### src/rtl/irq_pkg.sv
// Shared definitions for the interrupt gateway: register offsets, source mode
// encoding, the counter type and a helper that returns the CNT[i] address.
package irq_pkg;

  localparam int unsigned IRQ_MAX_SOURCES = 8;

  // Byte offsets within the block
  localparam logic [23:0] IRQ_MODE_OFS   = 24'h00;
  localparam logic [23:0] IRQ_POL_OFS    = 24'h04;
  localparam logic [23:0] IRQ_MASK_OFS   = 24'h08;
  localparam logic [23:0] IRQ_RAW_OFS    = 24'h0C;
  localparam logic [23:0] IRQ_STATUS_OFS = 24'h10;
  localparam logic [23:0] IRQ_CNT_OFS    = 24'h20;

  typedef enum logic {IRQ_LEVEL = 1'b0, IRQ_EDGE = 1'b1} irq_mode_t;

  typedef logic [7:0] irq_cnt_t;
  localparam irq_cnt_t IRQ_CNT_MAX = 8'hFF;

  function automatic logic [23:0] irq_cnt_addr(input int unsigned idx);
    return IRQ_CNT_OFS + 24'(idx * 4);
  endfunction

endpackage

### src/rtl/irq_sync_edge.sv
// Single-source front end: synchroniser, optional glitch filter, polarity
// and rising-edge detection.
// Optional feature macro: IRQ_GATEWAY_GLITCH_FILTER_EN (adds the glitch filter).
// Ports:
//   clk_i    clock
//   rst_ni   asynchronous active-low reset
//   raw_i    asynchronous interrupt pin
//   pol_i    1 = active-low source
//   level_o  conditioned, post-polarity level (combinational from flops)
//   rise_o   one-cycle strobe on a 0->1 of level_o
module irq_sync_edge #(
  parameter int unsigned SYNC_STAGES   = 2,
  parameter int unsigned FILTER_CYCLES = 4
) (
  input  logic clk_i,
  input  logic rst_ni,
  input  logic raw_i,
  input  logic pol_i,
  output logic level_o,
  output logic rise_o
);

  logic [SYNC_STAGES-1:0] sync_q;
  logic                   cond;   // synchronised (and filtered) pre-polarity sample
  logic                   hist_q;

  always_ff @(posedge clk_i or negedge rst_ni) begin
    if (!rst_ni) begin
      sync_q <= '0;
    end else begin
      sync_q <= {sync_q[SYNC_STAGES-2:0], raw_i};
    end
  end

`ifdef IRQ_GATEWAY_GLITCH_FILTER_EN
  logic       filt_q, filt_d;
  logic [3:0] fcnt_q, fcnt_d;

  // Output follows the input only after FILTER_CYCLES consecutive differing samples
  always_comb begin
    filt_d = filt_q;
    fcnt_d = '0;
    if (sync_q[SYNC_STAGES-1] != filt_q) begin
      if (fcnt_q == 4'(FILTER_CYCLES - 1)) begin
        filt_d = sync_q[SYNC_STAGES-1];
      end else begin
        fcnt_d = fcnt_q + 4'd1;
      end
    end
  end

  always_ff @(posedge clk_i or negedge rst_ni) begin
    if (!rst_ni) begin
      filt_q <= 1'b0;
      fcnt_q <= '0;
    end else begin
      filt_q <= filt_d;
      fcnt_q <= fcnt_d;
    end
  end

  assign cond = filt_q;
`else
  logic unused_filter;
  assign unused_filter = ^(4'(FILTER_CYCLES));
  assign cond = sync_q[SYNC_STAGES-1];
`endif

  // History holds the pre-polarity sample and is compared through the current
  // polarity, so a POL change is equivalent to reloading the history with the
  // new-polarity level and never produces a spurious edge.
  always_ff @(posedge clk_i or negedge rst_ni) begin
    if (!rst_ni) begin
      hist_q <= 1'b0;
    end else begin
      hist_q <= cond;
    end
  end

  assign level_o = cond ^ pol_i;
  assign rise_o  = level_o & ~(hist_q ^ pol_i);

endmodule

### src/rtl/irq_gateway.sv
// Interrupt gateway: conditions raw external lines for the PLIC inputs and
// exposes mode/polarity/mask, sticky status and saturating edge counters on a
// simple request/ready bus. o_irq[i] drives PLIC source i+1.
// Optional feature macro: IRQ_GATEWAY_GLITCH_FILTER_EN (per-source glitch filter).
// Ports:
//   i_clock, i_reset_n   clock, asynchronous active-low reset
//   i_irq_raw / o_irq    raw lines in, conditioned interrupts out
//   i_request, i_rw      access strobe, 1 = write
//   i_address, i_wdata   byte address, write data
//   o_rdata, o_ready     read data (valid only with o_ready), access done
module irq_gateway
  import irq_pkg::*;
#(
  parameter int unsigned NUM_SOURCES   = 4,
  parameter int unsigned SYNC_STAGES   = 2,
  parameter int unsigned FILTER_CYCLES = 4
) (
  input  logic                   i_clock,
  input  logic                   i_reset_n,
  input  logic [NUM_SOURCES-1:0] i_irq_raw,
  output logic [NUM_SOURCES-1:0] o_irq,
  input  logic                   i_request,
  input  logic                   i_rw,
  input  logic [23:0]            i_address,
  input  logic [31:0]            i_wdata,
  output logic [31:0]            o_rdata,
  output logic                   o_ready
);

  logic [NUM_SOURCES-1:0] mode_q, mode_d;
  logic [NUM_SOURCES-1:0] pol_q, pol_d;
  logic [NUM_SOURCES-1:0] mask_q, mask_d;
  logic [NUM_SOURCES-1:0] status_q, status_d;
  irq_cnt_t               cnt_q [NUM_SOURCES];
  irq_cnt_t               cnt_d [NUM_SOURCES];
  logic [NUM_SOURCES-1:0] irq_q, irq_d;
  logic [31:0]            rdata_q, rdata_d;
  logic                   ready_q;

  logic [NUM_SOURCES-1:0] level;
  logic [NUM_SOURCES-1:0] rise;
  logic                   wr_en, rd_en;
  logic [NUM_SOURCES-1:0] wdata_src;
  logic                   unused_wdata;

  for (genvar g = 0; g < NUM_SOURCES; g++) begin : gen_src
    irq_sync_edge #(
      .SYNC_STAGES   (SYNC_STAGES),
      .FILTER_CYCLES (FILTER_CYCLES)
    ) u_sync_edge (
      .clk_i   (i_clock),
      .rst_ni  (i_reset_n),
      .raw_i   (i_irq_raw[g]),
      .pol_i   (pol_q[g]),
      .level_o (level[g]),
      .rise_o  (rise[g])
    );
  end

  assign wr_en        = i_request & i_rw;
  assign rd_en        = i_request & ~i_rw;
  assign wdata_src    = i_wdata[NUM_SOURCES-1:0];
  assign unused_wdata = ^i_wdata;

  // Register file and counters
  always_comb begin
    mode_d   = mode_q;
    pol_d    = pol_q;
    mask_d   = mask_q;
    status_d = status_q;
    if (wr_en && (i_address == IRQ_MODE_OFS)) mode_d = wdata_src;
    if (wr_en && (i_address == IRQ_POL_OFS))  pol_d  = wdata_src;
    if (wr_en && (i_address == IRQ_MASK_OFS)) mask_d = wdata_src;
    // A new edge wins over a same-cycle W1C
    if (wr_en && (i_address == IRQ_STATUS_OFS)) status_d = status_q & ~wdata_src;
    status_d = status_d | rise;

    for (int i = 0; i < NUM_SOURCES; i++) begin
      cnt_d[i] = cnt_q[i];
      if (wr_en && (i_address == irq_cnt_addr(i))) begin
        cnt_d[i] = rise[i] ? irq_cnt_t'(1) : '0;
      end else if (rise[i] && (cnt_q[i] != IRQ_CNT_MAX)) begin
        cnt_d[i] = cnt_q[i] + irq_cnt_t'(1);
      end
    end
  end

  // Conditioned outputs
  always_comb begin
    irq_d = '0;
    for (int i = 0; i < NUM_SOURCES; i++) begin
      irq_d[i] = ~mask_q[i] &
                 ((irq_mode_t'(mode_q[i]) == IRQ_EDGE) ? rise[i] : level[i]);
    end
  end

  // Read mux; data is zero outside the ready cycle
  always_comb begin
    rdata_d = '0;
    if (rd_en) begin
      case (i_address)
        IRQ_MODE_OFS:   rdata_d = 32'(mode_q);
        IRQ_POL_OFS:    rdata_d = 32'(pol_q);
        IRQ_MASK_OFS:   rdata_d = 32'(mask_q);
        IRQ_RAW_OFS:    rdata_d = 32'(level);
        IRQ_STATUS_OFS: rdata_d = 32'(status_q);
        default: begin
          for (int i = 0; i < NUM_SOURCES; i++) begin
            if (i_address == irq_cnt_addr(i)) rdata_d = 32'(cnt_q[i]);
          end
        end
      endcase
    end
  end

  always_ff @(posedge i_clock or negedge i_reset_n) begin
    if (!i_reset_n) begin
      mode_q   <= '0;
      pol_q    <= '0;
      mask_q   <= '0;
      status_q <= '0;
      irq_q    <= '0;
      rdata_q  <= '0;
      ready_q  <= 1'b0;
      for (int i = 0; i < NUM_SOURCES; i++) cnt_q[i] <= '0;
    end else begin
      mode_q   <= mode_d;
      pol_q    <= pol_d;
      mask_q   <= mask_d;
      status_q <= status_d;
      irq_q    <= irq_d;
      rdata_q  <= rdata_d;
      ready_q  <= i_request;
      for (int i = 0; i < NUM_SOURCES; i++) cnt_q[i] <= cnt_d[i];
    end
  end

  assign o_irq   = irq_q;
  assign o_rdata = rdata_q;
  assign o_ready = ready_q;

endmodule
### config.mk
export PLATFORM = sky130hd
export DESIGN_NAME = irq_gateway
export DESIGN_NICKNAME = d
export VERILOG_FILES = /design/src/rtl/irq_pkg.sv /design/src/rtl/irq_sync_edge.sv /design/src/rtl/irq_gateway.sv
export SDC_FILE = /design/constraint.sdc
export NUM_CORES = 1
export LEC_CHECK = 0
export CORE_ASPECT_RATIO = 1.75
export CORE_MARGIN = 2
export CORE_UTILIZATION = 30
export CTS_BUF_LIST = sky130_fd_sc_hd__clkbuf_4
export DETAILED_ROUTE_END_ITERATION = 16
export PLACE_DENSITY_LB_ADDON = 0.12
export SETUP_SLACK_MARGIN = 0.1
export SYNTH_ARGS = -nofsm -noshare
export SYNTH_HDL_FRONTEND = slang
export SYNTH_SLANG_ARGS = --single-unit
### constraint.sdc
create_clock -name i_clock -period 2.4 [get_ports i_clock]
set_input_delay 0.36 -clock i_clock [delete_from_list [all_inputs] [get_ports i_clock]]
set_output_delay 0.36 -clock i_clock [all_outputs]
set_load 0.02 [all_outputs]
==> run metrics, run 1 <==
Seq/Total Area, Yosys 46.79%; Max Clock Skew 0.01082 ns; area share of the largest cell type after synthesis 46.79%; detailed-route wire length 9959 µm; fill cell count 1357; yosys warns 0; Final Cycle Share 90.65%; CP Launch Type primary input; total grt overflow 0; H-tree levels 3; die footprint 13980 µm²; Max Slew Vio Count 0; register bit total from synthesis 73; run status complete, no violations; Primary FF master, synth dfrtp_1; initial core utilization 30.50%; worst min-delay path class primary input to register; first-iteration detailed-routing DRC count 135; cell type with the largest total area after synthesis dfrtp_1; minimum clock period 2.176 ns; Design Power 2682 µW; simple logic cell fraction of the synthesized area 23.49%; EDFF count, synth 0; DPL Wire Length 7698 µm; WP buf/inv 3; initial antenna violation count 1; core region area 12800 µm²; Critical Path RT 2.72 ns; via count 3099; count leader, synth dfrtp_1; DRC 0; fmax 459.6 MHz; worst reg2reg path depth 5; cell chain of the critical path clkdlybuf4s50_1 > nor4_2 > nand4_1 > buf_4 > or4_1 > buf_4 > mux2_2; CTS max path bufs 2; vias in the first global route 3118; die height 154.9 µm; crit path DAT 2.49 ns; latest clock arrival within the worst-skew pair 0.42 ns; Layout Nets 533; CP max stage delay 0.63 ns; Final GP Congestion 0.8033; Final Setup Violations 0; Adder-Cell Fraction of Synth Area 1.282%; Slew headroom 61.13%; FFs w/ async S/R, synth 100.0%; # IOs 101; synth cell count leaders dfrtp_1, nand2_1, nor2_1; RR Endpoint cnt_q[23]; Reg clk slew, reported paths 0.12 ns; Power Dens Cells 551.7 nW/µm²; post-synthesis compound-gate area fraction 9.071%; clk root buf clkbuf_4; cell with the most instances on the worst path buf_4; CP endpoint mask_q[1]; slowest CP cell or4_1; final worst hold slack 0.3610 ns; Port Buffers 48; Top Family by Delay on Critical Path simple AND/OR/NAND/NOR gates; Levels on crit path 7; DR WL/cell 15.54 µm; unrepaired setup endpoints after global routing no; Gate Count Post-Synth 385; Worst Max-Slew Pin Slew 0.5830 ns; vias per inst 4.835; share of layout cells above drive strength 1 16.20%; CTS Buf Count 9; Synth Area in XOR/XNOR 4.487%; largest net degree at the start of global routing 45; Die Wd 90.23 µm; global-route total usage across every layer 14.75%; max_cap viols 0; # clock sinks 73; CP Capture Type register; mux share of post-synthesis cell area 8.462%; Critical Path Source i_address[10]; library cells used by synthesis 39; Leakage 0.002073 µW; Crit Path Category primary input to register; post-route ant nets 0; Hold Violations, Final 0; top cells by area, synth dfrtp_1, buf_4, mux2_2; first-pass iteration count of the detailed router 5; FF-to-FF Start pol_q[1]; worst-path maximum fanout 4; largest family of logic cells by synthesized area simple AND/OR/NAND/NOR gates; reg-to-reg slack, setup 0.44 ns; TritonCTS clock tree done; syn avg cell area 10.14 µm²; FP Rows 55; Post-Syn Area 3904 µm²; Area growth syn-to-layout 24.55%; first-pass GRT wire length 16040 µm; peak supply drop 0.0001750 V
-- metal layers --
layer  global-route usage (%)  up-vias  part of all wire (%)
met5                        0        -                     0
met4                    7.399        0                   3.3
met3                    2.373       16                   3.0
met2                    27.10       56                    55
met1                    16.37     1532                    39
li1                         -     1495                     -
-- worst min-delay path by stage --
stage / from / endpoint / slack [ns] / cells after the start
finish: i_irq_raw[3] / gen_src[3].u_sync_edge.sync_q[0] / 0.36 / 1
CTS: i_irq_raw[1] / gen_src[1].u_sync_edge.sync_q[0] / 0.31 / 1
global placement: i_reset_n / cnt_q[10] / 0.32 / 1
floorplan: i_reset_n / cnt_q[0] / 0.06 / 0
global route: i_irq_raw[2] / gen_src[2].u_sync_edge.sync_q[0] / 0.32 / 1
detailed placement: i_reset_n / cnt_q[10] / 0.32 / 1
-- through the flow --
step | instances | TNS (ns) | setup slack, ns | cell area [µm²] | utilization, %
floorplan | 408 | 0 | 0.4571 | 3990 | -
global placement | 623 | -3.355 | -0.2720 | 4708 | 36.78
detailed placement | 623 | -3.410 | -0.2756 | 4708 | 36.78
CTS | 639 | 0 | 0.1965 | 4846 | 37.86
global route | 641 | 0 | 0.1249 | 4862 | 37.99
finish | 641 | 0 | 0.2243 | 4862 | 37.99
-- flip-flops by register name (all words and copies together), names as in the netlist, 4 cells and up --
| register | count |
|---|---|
| cnt_q | 32 |
| gen_src.u_sync_edge.hist_q | 4 |
| pol_q | 4 |
| status_q | 4 |
| o_rdata | 8 |
| mode_q | 4 |
| gen_src.u_sync_edge.sync_q | 8 |
| o_irq | 4 |
| mask_q | 4 |
-- power breakdown --
part           switching, µW  internal (µW)  leakage [µW]  total, µW
Sequential              79.0           1290      0.000793       1370
Clock                    437            307     0.0000692        744
Combinational            296            268       0.00121        565
Total                    812           1870       0.00207       2680
-- layout make-up --
type                            instances  area, µm²  share of cell area (%)
Multi-Input combinational cell        295       1923                   39.55
Sequential cell                        73       1827                   37.57
Timing Repair Buffer                   80      745.7                   15.34
Tap cell                              171      214.0                   4.400
Clock buffer                            9      67.56                   1.390
Clock inverter                          6      60.06                   1.235
Inverter                                6      22.52                  0.4632
Antenna cell                            1      2.502                 0.05147
-- placed cells by master, fill, tap and decap left out, types with 2 or more instances in the layout --
cell type / count
or3_1: 9
buf_12: 2
buf_4: 30
nor3_1: 8
or4_1: 4
and3_1: 2
nor2_1: 30
and3b_1: 4
xor2_1: 9
mux2_2: 12
nor3b_1: 4
nand2b_1: 6
o21ai_0: 11
nor2b_1: 9
a211oi_1: 8
o22ai_1: 6
a221oi_1: 5
or2_2: 6
ha_1: 4
mux4_2: 6
mux2i_1: 6
nand3b_1: 10
nand2_1: 30
nor3_2: 3
inv_1: 6
conb_1: 24
clkdlybuf4s50_1: 47
nand4_1: 9
clkinv_2: 2
dfrtp_1: 73
a21oi_1: 21
nand3_1: 20
xnor2_1: 11
nor4_1: 6
clkbuf_4: 9
o211ai_1: 3
a21o_1: 4
-- what timing repair did --
item                                   4_1_cts  5_1_grt
buffers inserted                             0        1
endpoints found under the hold margin       29        0
setup endpoints to repair                    0        4
hold buffers                                 1        0
gates resized for setup                      0        1
-- kinds of logic (layout without fill, tap and decap cells) --
kind of cell | after synthesis | in the layout
adders and majority gates | 4 | 4
and+or+nand+nor | 165 | 165
buffers and inverters | 40 | 101
other | 1 | 25
muxes | 24 | 24
AOI/OAI and AO/OA | 58 | 58
DFF | 73 | 73
xor gates and xnor gates | 20 | 20
No activity file was read; power rests on OpenSTA's default activity.
==> run 2, diff against run 1 <==
--- a/config.mk
+++ b/config.mk
@@ -9,6 +9,7 @@
 export CORE_MARGIN = 2
 export CORE_UTILIZATION = 30
 export CTS_BUF_LIST = sky130_fd_sc_hd__clkbuf_4
+export CTS_CLUSTER_DIAMETER = 200
 export DETAILED_ROUTE_END_ITERATION = 16
 export PLACE_DENSITY_LB_ADDON = 0.12
 export SETUP_SLACK_MARGIN = 0.1
==> constraint.sdc (replaced) <==
create_clock -name i_clock -period 2.5 [get_ports i_clock]
set_input_delay 0.375 -clock i_clock [delete_from_list [all_inputs] [get_ports i_clock]]
set_output_delay 0.375 -clock i_clock [all_outputs]
set_load 0.02 [all_outputs]
==> run metrics, run 2 (synthesized netlist as in run 1, its figures left out) <==
core region area 12800 µm²; global-route total usage across every layer 15.10%; Crit Path Category primary input to register; Max Slew Vio Count 0; max_cap viols 0; first-iteration detailed-routing DRC count 120; largest net degree at the start of global routing 38; run status complete, no violations; Final Setup Violations 0; TritonCTS clock tree done; first-pass GRT wire length 16410 µm; worst hold stages 0; # IOs 101; via count 3061; DRC 0; DR WL/cell 15.65 µm; Worst Max-Slew Pin Slew 0.7157 ns; # clock sinks 73; FP Rows 55; initial core utilization 30.50%; latest clock arrival within the worst-skew pair 0.43 ns; worst min-delay path class register to register; most common cell after layout, fill and taps aside dfrtp_1; top sig layer met4; Power Dens Cells 554.8 nW/µm²; peak supply drop 0.0001817 V; total grt overflow 0; DPL Wire Length 7761 µm; max reg flops 32; Layout Nets 527; minimum clock period 2.212 ns; Final Cycle Share 88.47%; worst-path maximum fanout 4; detailed-route wire length 9940 µm; initial antenna violation count 1; worst reg2reg path depth 5; unrepaired setup endpoints after global routing no; RR Endpoint cnt_q[31]; die footprint 13980 µm²; first-pass iteration count of the detailed router 4; CP Capture Type register; WL met1 3896 µm; routed wl met3 324 µm; Hold Violations, Final 0; final core occ 37.77%; Die Wd 90.23 µm; worst hold start gen_src[2].u_sync_edge.sync_q[0]; crit path DAT 2.54 ns; Critical Path RT 2.83 ns; reg-to-reg slack, setup 0.45 ns; post-route ant nets 0; Slew headroom 52.29%; Biggest register cnt_q; H-tree levels 3; Area growth syn-to-layout 23.85%; CTS Buf Count 9; Leakage 0.002055 µW; vias per inst 4.820; CP Launch Type primary input; clk root buf clkbuf_4; share of layout cells above drive strength 1 14.90%; hold endpoint gen_src[2].u_sync_edge.sync_q[1]; die height 154.9 µm; final worst hold slack 0.3571 ns; fmax 452.1 MHz; CTS max path bufs 2; Reg clk slew, reported paths 0.12 ns; Final GP Congestion 0.7941; Max Clock Skew 0.01699 ns; FF-to-FF Start pol_q[0]; vias in the first global route 3150; met2 WL 5412 µm; most frequent cells in the layout dfrtp_1, clkdlybuf4s50_1, nor2_1, nand2_1; Port Buffers 48
## run 2: cell count changes in the layout (fill, tap and decap cells not counted), sizes merged
cell      previous run  this run
clkinvlp             1         2
buf                 32        26
bufinv               1         2
clkinv               4         2
## run 2: power by group
| part | internal (µW) | switching (µW) |
|---|---|---|
| logic | 247 | 280 |
| clock network | 395 | 439 |
| registers | 1240 | 77.3 |
## run 2: cell type report
| type | count | area [µm²] |
|---|---|---|
| Antenna cell | 1 | 2.502 |
| Fill cell | 1344 | 7965 |
| Timing Repair Buffer | 74 | 700.7 |
| Tap cell | 171 | 214.0 |
| Multi-Input combinational cell | 295 | 1917 |
| Sequential cell | 73 | 1827 |
| Clock buffer | 9 | 67.56 |
| Inverter | 6 | 22.52 |
| Clock inverter | 6 | 83.83 |
## run 2: worst max-delay path by stage
| stage | start | to | slack [ns] | cells past startpoint |
|---|---|---|---|---|
| 3_3_place_gp | i_address[10] | mode_q[1] | -0.22 | 8 |
| 3_5_place_dp | i_address[9] | mode_q[1] | -0.21 | 8 |
| 2_1_floorplan | i_address[17] | pol_q[0] | 0.54 | 6 |
| 6_report | i_address[10] | mode_q[1] | 0.29 | 8 |
| 5_1_grt | i_address[9] | mode_q[3] | 0.19 | 8 |
| 4_1_cts | i_address[10] | mode_q[1] | 0.27 | 8 |
## run 2: what timing repair did
action / 4_1_cts / 5_1_grt
hold endpoints to repair: 36 / 0
hold buffers: 1 / 0
gates resized for setup: 0 / 0
buffers inserted: 0 / 0
## run 2: critical path, cell delays in order
cell	delay, ns
clkdlybuf4s50_1	0.41
nor4_1	0.27
nand4_1	0.26
buf_4	0.23
nor3_1	0.26
nand3_1	0.24
buf_4	0.22
mux2_2	0.26
## run 2: per-stage QoR
step           setup WS, ns  power [µW]  setup TNS [ns]  area, µm²  instances
2_1_floorplan        0.5421        1701               0       3990        408
3_3_place_gp        -0.2182        1867          -1.628       4671        618
3_5_place_dp        -0.2090        1876          -1.357       4671        618
4_1_cts              0.2665        2714               0       4832        634
5_1_grt              0.1888        2837               0       4835        635
6_report             0.2882        2682               0       4835        635
## run 2: layer usage
metal	track usage (%)	up-vias
li1	-	1487
met1	16.64	1487
met2	27.64	72
met3	3.293	15
met4	6.740	0
met5	0	-
